[src/rtl/onehot_decoder_fifo.sv]
// Small valid/ready FIFO of {en, idx} requests, decoded to a one-hot vector at the head.
// Define DEC_THERMO_EN to add the out_thermo thermometer-code output.
module onehot_decoder_fifo #(
    parameter int IDX_W = 3,
    parameter int DEPTH = 4
) (
    input  logic                     clk,
    input  logic                     rst,
    input  logic                     in_valid,
    output logic                     in_ready,
    input  logic [IDX_W-1:0]         in_idx,
    input  logic                     in_en,
    output logic                     out_valid,
    input  logic                     out_ready,
    output logic [(1<<IDX_W)-1:0]    out_onehot,
    output logic [$clog2(DEPTH):0]   level
`ifdef DEC_THERMO_EN
    ,
    output logic [(1<<IDX_W)-1:0]    out_thermo
`endif
);

    localparam int OUT_W = 1 << IDX_W;
    localparam int PTR_W = $clog2(DEPTH);
    localparam int LVL_W = PTR_W + 1;
    localparam logic [LVL_W-1:0] FULL_LEVEL = LVL_W'(DEPTH);

    logic [IDX_W:0]     mem [DEPTH];
    logic [PTR_W-1:0]   wr_ptr;
    logic [PTR_W-1:0]   rd_ptr;
    logic               push;
    logic               pop;
    logic               head_en;
    logic [IDX_W-1:0]   head_idx;
    logic [OUT_W-1:0]   head_onehot;

    // Full blocks pushes outright, even when a pop happens on the same edge.
    assign in_ready  = (level != FULL_LEVEL);
    assign out_valid = (level != '0);
    assign push      = in_valid && in_ready;
    assign pop       = out_valid && out_ready;

    always_ff @(posedge clk) begin
        if (rst) begin
            wr_ptr <= '0;
            rd_ptr <= '0;
            level  <= '0;
        end else begin
            if (push) begin
                wr_ptr <= wr_ptr + PTR_W'(1);
            end
            if (pop) begin
                rd_ptr <= rd_ptr + PTR_W'(1);
            end
            if (push && !pop) begin
                level <= level + LVL_W'(1);
            end else if (pop && !push) begin
                level <= level - LVL_W'(1);
            end
        end
    end

    // Entry storage needs no reset: the head is masked by out_valid.
    always_ff @(posedge clk) begin
        if (push && !rst) begin
            mem[wr_ptr] <= {in_en, in_idx};
        end
    end

    assign {head_en, head_idx} = mem[rd_ptr];

    always_comb begin
        head_onehot = '0;
        if (out_valid && head_en) begin
            head_onehot[head_idx] = 1'b1;
        end
    end

    assign out_onehot = head_onehot;

`ifdef DEC_THERMO_EN
    // Bits [idx:0] set: the one-hot bit plus every bit below it.
    assign out_thermo = (out_valid && head_en) ? (head_onehot | (head_onehot - OUT_W'(1))) : '0;
`endif

endmodule

[config.mk]
export PLATFORM = sky130hd
export DESIGN_NAME = onehot_decoder_fifo
export DESIGN_NICKNAME = d
export VERILOG_FILES = /design/src/rtl/onehot_decoder_fifo.sv
export SDC_FILE = /design/constraint.sdc
export NUM_CORES = 1
export LEC_CHECK = 0
export ABC_AREA = 1
export CAP_MARGIN = 20
export CORE_ASPECT_RATIO = 1.1
export CORE_MARGIN = 2
export CORE_UTILIZATION = 46
export DETAILED_ROUTE_END_ITERATION = 12
export GPL_TIMING_DRIVEN = 1
export PLACE_DENSITY = 0.83
export SLEW_MARGIN = 20
export SYNTH_ARGS = -nofsm -noshare
export SYNTH_HDL_FRONTEND = slang
export SYNTH_SLANG_ARGS = --single-unit
[constraint.sdc]
create_clock -name clk -period 1.8 [get_ports clk]
set_input_delay 0.54 -clock clk [delete_from_list [all_inputs] [get_ports clk]]
set_output_delay 0.54 -clock clk [all_outputs]
set_load 0.01 [all_outputs]
==> impl_metrics.json, run 1 <==
{
  "min_period_ns": 2.009,
  "yosysMostFrequentCell": "nand2_1",
  "yosys.area.top_type": "edfxtp_1",
  "clock-root-buffer": "clkbuf_4",
  "vias_per_cell": 4.977,
  "num_io_pins": 21,
  "p_total_w": 0.002416,
  "synth.avg_cell_area_um2": 9.042,
  "ys_dominant_reg_cell": "edfxtp_1",
  "path_delay_family": "buffers and inverters",
  "maxSlewHeadroom": 0.8675,
  "drt-initial-drc-count": 41,
  "p_per_area_nw_per_um2": 1330,
  "crit_top_cell": "nand2_2",
  "grt_overflow": 0,
  "die_h_um": 58.43,
  "ys_seq_elements": 25,
  "numCtsBuffers": 3,
  "dp_hpwl_mm": 1.895,
  "cts_hold_buf": 0,
  "synth_edf_count": 16,
  "grt_usage": 0.1931,
  "crit_buf_inv": 4,
  "setup_ws_ns": -0.2086,
  "clkSinkCount": 25,
  "cp_slowest_cell": "dfxtp_4",
  "yosysTopAreaCellShare": 0.3879,
  "layout-drive-gt1-share": 0.4725,
  "drc": 0,
  "ant_nets": 0,
  "setup_viol": 8,
  "synth_area_leaders": "edfxtp_1, dfxtp_1, nand2_1",
  "nets": 197,
  "portBuffers": 20,
  "cts-htree-levels": 1,
  "hold_path.class": "reg -> reg",
  "ys_types": 18,
  "required_ns": 1.26,
  "die-width_um": 53.48,
  "start_util": 0.4916,
  "fin_skew_ns": 0.007295,
  "clk_pin_slew_ns": 0.13,
  "insertion_delay_ns": 0.31,
  "rsz0062_at_grt": "yes",
  "netlist_area_um2": 1239,
  "vdd_drop_max_uv": 1263,
  "grt_pass1_vias": 1135,
  "dr.pass1.iters": 4,
  "synthArstFlopShare": 0,
  "cts_tree": "yes",
  "syn_nets": 151,
  "wl_per_cell_um": 12.85,
  "fmax_ghz": 0.4979,
  "grt_max_degree": 14,
  "die_area_um2": 3124,
  "finalWirelength_mm": 2.737,
  "num_vias": 1060,
  "cap_violations": 0,
  "end_kind": "output pin",
  "p_leak_nw": 0.8179,
  "critPathKind": "reg -> out",
  "diodes": 0,
  "clock_path_buffers": 2,
  "crit_path_max_fanout": 6,
  "period_share": 1.116,
  "antenna_found_initial": 0,
  "core_area_um2": 2520,
  "worst_slew_pin_slew_ns": 0.1988,
  "outcome": "finished, violations left",
  "yosysWarningCount": 0,
  "fp-row-count": 19,
  "synthTopCellsByCount": "nand2_1, nor2_1, edfxtp_1",
  "violations": "setup timing",
  "final_util": 0.7210,
  "hold_viol_final": 0,
  "syn_to_final_growth_pct": 46.67,
  "path_cells": "buf_12 > inv_8 > nand2_1 > nand3_2 > nand2_2 > inv_2 > nand2_2 > nor2_2 > buf_2",
  "synth_cells": 137,
  "ys_seq_area_frac": 0.5333,
  "gp_congestion": 0.7407,
  "grt_pass1_wl_mm": 4.471,
  "crit_arrival_ns": 1.47,
  "slew_viol_final": 0,
  "cp-start-kind": "flip-flop",
  "crit_path_max_incr_delay_ns": 0.38
}
==> sequential cells by signal (all words and copies together) (netlist names), named ones only <==
signal	flops
rd_ptr	2
level	3
mem	16
wr_ptr	2
==> report_power, final <==
group	internal (W)	switching, W
Sequential	0.000713	0.0000830
Clock	0.0000864	0.000151
Combinational	0.000645	0.000739
==> layer usage <==
metal	up-vias	routed length, µm	track usage
met5	-	0	0
met4	0	44	0.09890
met3	6	80	0.01777
met2	26	1557	0.3915
met1	503	1055	0.1807
li1	525	-	-
==> placed cells by master (no fill, tap or decap), types with 2 or more instances in the layout <==
| master | instances |
|---|---|
| dfxtp_4 | 2 |
| nand2_4 | 6 |
| dfxtp_2 | 3 |
| nand3_4 | 5 |
| dfxtp_1 | 4 |
| clkbuf_4 | 3 |
| ha_1 | 4 |
| buf_12 | 2 |
| nor2_1 | 19 |
| edfxtp_1 | 16 |
| nand3_2 | 7 |
| nand2_1 | 16 |
| buf_2 | 8 |
| clkdlybuf4s50_1 | 5 |
| a21oi_1 | 4 |
| inv_2 | 5 |
| buf_4 | 18 |
| nand2_2 | 15 |
| dlygate4sd2_1 | 5 |
| inv_1 | 13 |
| nand3_1 | 3 |
| inv_4 | 3 |
| o21ai_0 | 4 |
==> final cells by class <==
cell class | instances | area, µm²
timing repair inverter | 1 | 8.758
tap | 31 | 38.79
clock buffer | 4 | 26.28
inverter | 22 | 97.59
multi-input combinational | 89 | 635.6
sequential | 25 | 671.9
fill | 194 | 703.2
timing repair buffer | 41 | 337.8
==> per-stage QoR <==
step,worst slack (ns),hold slack (ns),setup TNS [ns],instance area (µm²),cells
6_report,-0.2086,0.5177,-1.507,1817,213
2_1_floorplan,0.01173,0.4620,0,1251,137
3_5_place_dp,-0.4985,0.5000,-5.528,1599,203
4_1_cts,-0.1782,0.5098,-1.347,1732,213
3_3_place_gp,-0.4407,0.4883,-4.718,1599,203
5_1_grt,-0.2940,0.5374,-2.171,1817,213
==> worst min-delay path, delay by kind of cell, from the launching register on <==
family | cells | cell delay, ns
flops | 1 | 0.36
buf+inv | 1 | 0.07
compound gates | 1 | 0.07
==> what timing repair did <==
item / CTS / global route
setup endpoints to repair: 15 / 11
gates resized for setup: 66 / 24
setup buffers: 5 / 0
pin swaps: 14 / 17
cloned: 1 / 0
==> cell families after synthesis <==
group,synth area share
AOI/OAI and AO/OA,0.03636
adders and majority gates,0.06667
and+or+nand+nor,0.2768
xor gates and xnor gates,0.007072
DFF,0.5333
buffers and inverters,0.07979
==> path summary, 6_finish.rpt <==
path | slack, ns | endpoint | from | cells after the start
setup / recovery | -0.21 | out_onehot[6] | flip-flop | 9
hold / removal | 0.52 | level[1]$_SDFFE_PP0P_ | level[1]$_SDFFE_PP0P_ | 2
setup reg to reg | 0.09 | level[2]$_SDFFE_PP0P_ | level[0]$_SDFFE_PP0P_ | 11
hold reg to reg | 0.52 | level[1]$_SDFFE_PP0P_ | level[1]$_SDFFE_PP0P_ | 2
(Power assumes the default switching activity.)
==> run 2, diff against run 1 <==
--- a/config.mk
+++ b/config.mk
@@ -9,10 +9,11 @@
 export CAP_MARGIN = 20
 export CORE_ASPECT_RATIO = 1.1
 export CORE_MARGIN = 2
-export CORE_UTILIZATION = 46
+export CORE_UTILIZATION = 40
 export DETAILED_ROUTE_END_ITERATION = 12
 export GPL_TIMING_DRIVEN = 1
-export PLACE_DENSITY = 0.83
+export MAX_ROUTING_LAYER = met4
+export PLACE_DENSITY = 0.74
 export SLEW_MARGIN = 20
 export SYNTH_ARGS = -nofsm -noshare
 export SYNTH_HDL_FRONTEND = slang
==> run 2 against run 1 <==
  * Critical path type unchanged
  * Combinational power rose by 12%
  * Critical path depth did not move
  * Flip-flop and latch count did not move
  * Clock skew barely moved
  * Wire length rose by 3.3%
  * Worst hold slack got worse by 0.012 ns
  * Highest routed layer unchanged
  * The run still ends with setup timing left
==> impl_metrics.json, run 2 (synthesis gave the netlist of run 1 again) <==
{
  "rsz0062_at_grt": "yes",
  "die-width_um": 57.06,
  "p_int_w": 0.001567,
  "final_util": 0.6174,
  "fmax_ghz": 0.4983,
  "wl_per_cell_um": 12.80,
  "hold_viol_final": 0,
  "numCtsBuffers": 3,
  "start_util": 0.4135,
  "grt_usage": 0.1704,
  "final_cell_mix": "nand2_1, buf_4, edfxtp_1",
  "hold_path.class": "reg -> reg",
  "critPathKind": "reg -> out",
  "finalWirelength_mm": 2.828,
  "die_area_um2": 3559,
  "grt_overflow": 0,
  "slew_viol_final": 0,
  "top_regs": "mem: 16 flops, level: 3 flops",
  "diodes": 0,
  "dp_hpwl_mm": 1.844,
  "required_ns": 1.26,
  "antenna_found_initial": 0,
  "p_per_area_nw_per_um2": 1397,
  "crit_arrival_ns": 1.47,
  "dr.pass1.iters": 4,
  "grt_pass1_vias": 1080,
  "final_cells": 221,
  "clock_path_buffers": 2,
  "die_h_um": 62.37,
  "grt_max_degree": 14,
  "min_period_ns": 2.007,
  "clk_pin_slew_ns": 0.13,
  "layout-drive-gt1-share": 0.4759,
  "cts-htree-levels": 1,
  "insertion_delay_ns": 0.32,
  "core_area_um2": 2995,
  "grt_pass1_wl_mm": 4.560,
  "crit_path_max_fanout": 5,
  "vdd_drop_max_uv": 929.0,
  "setup_ws_ns": -0.2067,
  "pwr-share-comb": 0.596,
  "nets": 202,
  "fin_skew_ns": 0.006879,
  "worst_slew_pin_slew_ns": 0.1883,
  "period_share": 1.115,
  "clock-root-buffer": "clkbuf_4",
  "switching_share": 0.3933,
  "drc": 0,
  "vias_per_cell": 4.769,
  "p_leak_nw": 0.8445,
  "cts_tree": "yes",
  "whs_ns": 0.5054,
  "cp-start-kind": "flip-flop",
  "portBuffers": 20,
  "max_flop_register": "mem",
  "setup_viol": 9,
  "outcome": "finished, violations left",
  "gp_congestion": 0.7716,
  "num_io_pins": 21,
  "p_total_w": 0.002583,
  "end_kind": "output pin",
  "cap_violations": 0,
  "p_sw_w": 0.001016,
  "seqPwrFrac": 0.309,
  "largest_reg_flops": 16,
  "maxSlewHeadroom": 0.8731,
  "clock_power_share": 0.095,
  "violations": "setup timing",
  "syn_to_final_growth_pct": 49.29,
  "clkSinkCount": 25,
  "num_vias": 1054,
  "ant_nets": 0,
  "fp-row-count": 21,
  "cts_hold_buf": 0,
  "place_inst": 204,
  "drt-initial-drc-count": 9
}
run 2: worst paths after layout:
kind	from	end	slack, ns	cells past startpoint
max	flip-flop	out_onehot[7]	-0.21	9
min	rd_ptr[1]$_SDFFE_PP0P_	flip-flop	0.51	2
max reg2reg	level[2]$_SDFFE_PP0P_	level[2]$_SDFFE_PP0P_	-0.02	12
min reg2reg	rd_ptr[1]$_SDFFE_PP0P_	flip-flop	0.51	2
run 2: layer usage:
| layer | GRT usage | wire (µm) | part of all wire |
|---|---|---|---|
| met5 | - | 0 | 0 |
| met4 | 0.09012 | 123 | 0.043 |
| met2 | 0.3261 | 1622 | 0.57 |
| met3 | 0.01875 | 82 | 0.029 |
| met1 | 0.1597 | 999 | 0.35 |
run 2: power by group through the flow:
stage	clock, W	combinational [W]	sequential, W
2_1_floorplan	0	0.000593	0.000797
3_3_place_gp	0	0.000979	0.000794
3_5_place_dp	0	0.00101	0.000799
4_1_cts	0.000257	0.00126	0.000785
5_1_grt	0.000276	0.00169	0.000809
6_report	0.000246	0.00154	0.000799
run 2: per-stage QoR:
| stage | setup TNS, ns | worst slack (ns) | cell area, µm² |
|---|---|---|---|
| 2_1_floorplan | 0 | 0.01173 | 1251 |
| 3_3_place_gp | -4.354 | -0.4445 | 1588 |
| 3_5_place_dp | -5.014 | -0.4749 | 1588 |
| 4_1_cts | -1.477 | -0.1947 | 1729 |
| 5_1_grt | -2.495 | -0.3159 | 1849 |
| 6_report | -1.601 | -0.2067 | 1849 |
run 2: layout make-up:
type,count,area [µm²]
Clock buffer,4,26.28
Fill cell,250,1146
Inverter,22,97.59
Multi-Input combinational cell,89,603.1
Sequential cell,25,674.4
Tap cell,34,42.54
Timing Repair Buffer,46,396.6
Timing Repair inverter,1,8.758
run 2: critical path: stages (launching register included):
cell and delay (ns):
dfxtp_4 0.39, buf_12 0.13, inv_8 0.06, nand2_1 0.05, nand3_1 0.08, nand2_2 0.09, inv_2 0.08, nand2_2 0.07
nor2_2 0.09, buf_2 0.12
run 2: timing repair:
item                                    in CTS  in global routing
pin swaps                                   15                 12
buffers inserted                             6                  6
endpoints found under the setup margin      15                 12
gates cloned                                 1                  0
gates resized for setup                     65                 23
hold endpoints to repair                     0                  0
==> run 3, diff against run 2 <==
--- a/config.mk
+++ b/config.mk
@@ -5,15 +5,14 @@
 export SDC_FILE = /design/constraint.sdc
 export NUM_CORES = 1
 export LEC_CHECK = 0
-export ABC_AREA = 1
-export CAP_MARGIN = 20
+export CAP_MARGIN = 30
 export CORE_ASPECT_RATIO = 1.1
 export CORE_MARGIN = 2
 export CORE_UTILIZATION = 40
 export DETAILED_ROUTE_END_ITERATION = 12
 export GPL_TIMING_DRIVEN = 1
 export MAX_ROUTING_LAYER = met4
-export PLACE_DENSITY = 0.74
+export PLACE_DENSITY = 0.75
 export SLEW_MARGIN = 20
 export SYNTH_ARGS = -nofsm -noshare
 export SYNTH_HDL_FRONTEND = slang
==> run 3 against run 2 <==
  * The run still ends with setup timing left
  * Non-clock buffer count rose by 1
  * Maximum frequency fell by 14%
  * Critical path depth fell by 5
  * Sequential share of layout area rose by 1.3 points
  * Design area fell by 2.8%
  * Critical path type unchanged
  * Critical endpoint is now out_onehot[4]
  * Largest cell class unchanged
==> impl_metrics.json, run 3 <==
{
  "wl_per_cell_um": 13.63,
  "drt-initial-drc-count": 28,
  "muxShareOfSynthArea": 0.1094,
  "num_vias": 890,
  "place_inst": 159,
  "grt_pass1_wl_mm": 3.939,
  "ys_seq_area_frac": 0.5720,
  "dr.pass1.iters": 6,
  "fmax_ghz": 0.4271,
  "yosysWarningCount": 0,
  "path_delay_family": "simple AND/OR/NAND/NOR gates",
  "critPathKind": "reg -> out",
  "synth_area_leaders": "edfxtp_1, dfxtp_1, ha_1",
  "final_cell_mix": "buf_4, edfxtp_1, buf_6",
  "synthArstFlopShare": 0,
  "hold_viol_final": 0,
  "portBuffers": 20,
  "p_leak_nw": 0.7213,
  "netlist_area_um2": 1155,
  "fin_skew_ns": 0.01163,
  "worst_slew_pin_slew_ns": 0.4024,
  "cp-start-kind": "flip-flop",
  "dpl_cell_area_um2": 1612,
  "antenna_found_initial": 0,
  "synth-compound-area-share": 0.04009,
  "crit_arrival_ns": 1.80,
  "cap_violations": 0,
  "die_h_um": 60.36,
  "synth_edf_count": 16,
  "clkSinkCount": 25,
  "final_util": 0.6527,
  "rsz0062_at_grt": "yes",
  "synth_cells": 93,
  "yosys.area_share.simple": 0.1506,
  "synth_top_family_by_area": "simple AND/OR/NAND/NOR gates",
  "violations": "setup timing",
  "required_ns": 1.26,
  "clk_pin_slew_ns": 0.14,
  "maxSlewHeadroom": 0.7283,
  "ys_types": 24,
  "period_share": 1.301,
  "ant_nets": 0,
  "max_flop_register": "mem",
  "outcome": "finished, violations left",
  "synth.avg_cell_area_um2": 12.42,
  "syn_to_final_growth_pct": 55.58,
  "setup_tns_ns": -4.357,
  "vdd_drop_max_uv": 803.6,
  "die_area_um2": 3333,
  "fp-row-count": 20,
  "synthTopCellsByCount": "edfxtp_1, nor3_1, dfxtp_1",
  "num_io_pins": 21,
  "fillers": 219,
  "p_total_w": 0.002163,
  "crit_path_max_fanout": 4,
  "vias_per_cell": 5.086,
  "nets": 157,
  "synth-adder-area-share": 0.07151,
  "drc": 0,
  "grt_usage": 0.1562,
  "yosysMostFrequentCell": "edfxtp_1",
  "setup_ws_ns": -0.5414,
  "clock_path_buffers": 2,
  "ys_seq_elements": 25,
  "setup_viol": 10,
  "grt_max_degree": 16,
  "yosys.area.top_type": "edfxtp_1",
  "diodes": 0,
  "path_cells": "mux4_2 > or2_4 > nor3_4 > buf_2",
  "top_regs": "mem: 16 flops, level: 3 flops",
  "final_cells": 175,
  "min_period_ns": 2.341,
  "end_kind": "output pin",
  "core_area_um2": 2753,
  "final_common_cell": "buf_4",
  "gp_congestion": 0.7611,
  "hold_path.class": "reg -> reg",
  "grt_pass1_vias": 949,
  "largest_reg_flops": 16,
  "p_per_area_nw_per_um2": 1204,
  "slew_viol_final": 0,
  "cts_tree": "yes",
  "grt_overflow": 0,
  "crit_path_max_incr_delay_ns": 0.46,
  "cp_slowest_cell": "mux4_2",
  "cts_hold_buf": 0,
  "fin_area_um2": 1797,
  "yosysTopAreaCellShare": 0.4160,
  "insertion_delay_ns": 0.32,
  "cts-htree-levels": 1,
  "clock-root-buffer": "clkbuf_4",
  "numCtsBuffers": 3,
  "crit_buf_inv": 1,
  "dp_hpwl_mm": 1.846,
  "finalWirelength_mm": 2.386,
  "layout-drive-gt1-share": 0.5352,
  "syn_nets": 107,
  "ys_dominant_reg_cell": "edfxtp_1",
  "synth_xor_area_frac": 0.03034,
  "start_util": 0.4195,
  "die-width_um": 55.23
}
[run 3: kinds of logic (layout without fill, tap and decap cells)]
logic type               after synthesis  in the layout
AND/OR/NAND/NOR                       34             34
flip-flops                            25             25
AO/OA/AOI/OAI                          8              8
multiplexers                           8              8
buffers and inverters                  8             57
adder cells (fa/ha/maj)                6              6
XOR/XNOR                               4              4
[run 3: layout make-up]
cell class	count	area, µm²	area share
clock inverter	1	7.507	0.004178
multi-input combinational	60	621.8	0.3461
inverter	6	25.02	0.01393
sequential	25	679.4	0.3781
clock buffer	3	22.52	0.01253
timing repair buffer	47	399.1	0.2221
tap	33	41.29	0.02298
[run 3: repair_timing]
item | in CTS | in global routing
buffers inserted | 13 | 7
gates resized for setup | 62 | 21
setup endpoints to repair | 27 | 32
pin swaps | 11 | 7
[run 3: tightest hold or removal path, stage by stage (launching register included)]
cell	delay, ns
dfxtp_1	0.35
xor2_1	0.06
nor2_1	0.10
[run 3: metal layers]
layer / GRT usage / vias up / wire [µm]
li1: - / 430 / -
met1: 0.1547 / 425 / 888
met2: 0.3010 / 27 / 1310
met3: 0.02772 / 8 / 116
met4: 0.07317 / 0 / 72
met5: - / - / 0
[run 3: through the flow]
| step | setup slack [ns] | hold WS, ns |
|---|---|---|
| 4_1_cts | -0.5501 | 0.5549 |
| 3_3_place_gp | -0.5753 | 0.5050 |
| 5_1_grt | -0.6240 | 0.5910 |
| 2_1_floorplan | -0.05616 | 0.4837 |
| 6_report | -0.5414 | 0.5475 |
| 3_5_place_dp | -0.6237 | 0.5216 |
[run 3: final timing paths]
check                    startpoint                endpoint  slack (ns)  depth (start not counted)
max reg2reg   level[2]$_SDFFE_PP0P_   level[2]$_SDFFE_PP0P_       -0.21                          8
min reg2reg  rd_ptr[1]$_SDFFE_PP0P_  rd_ptr[1]$_SDFFE_PP0P_        0.55                          2
max             mem[1][1]$_DFFE_PP_           out_onehot[4]       -0.54                          4
min          rd_ptr[1]$_SDFFE_PP0P_  rd_ptr[1]$_SDFFE_PP0P_        0.55                          2
[run 3: power by group]
part	total [W]	leakage, nW	internal (W)	switching, W
Sequential	0.000771	0.223	0.000709	0.0000624
Combinational	0.00114	0.485	0.000601	0.000540
Clock	0.000251	0.0139	0.0000847	0.000166
Total	0.00216	0.721	0.00139	0.000769
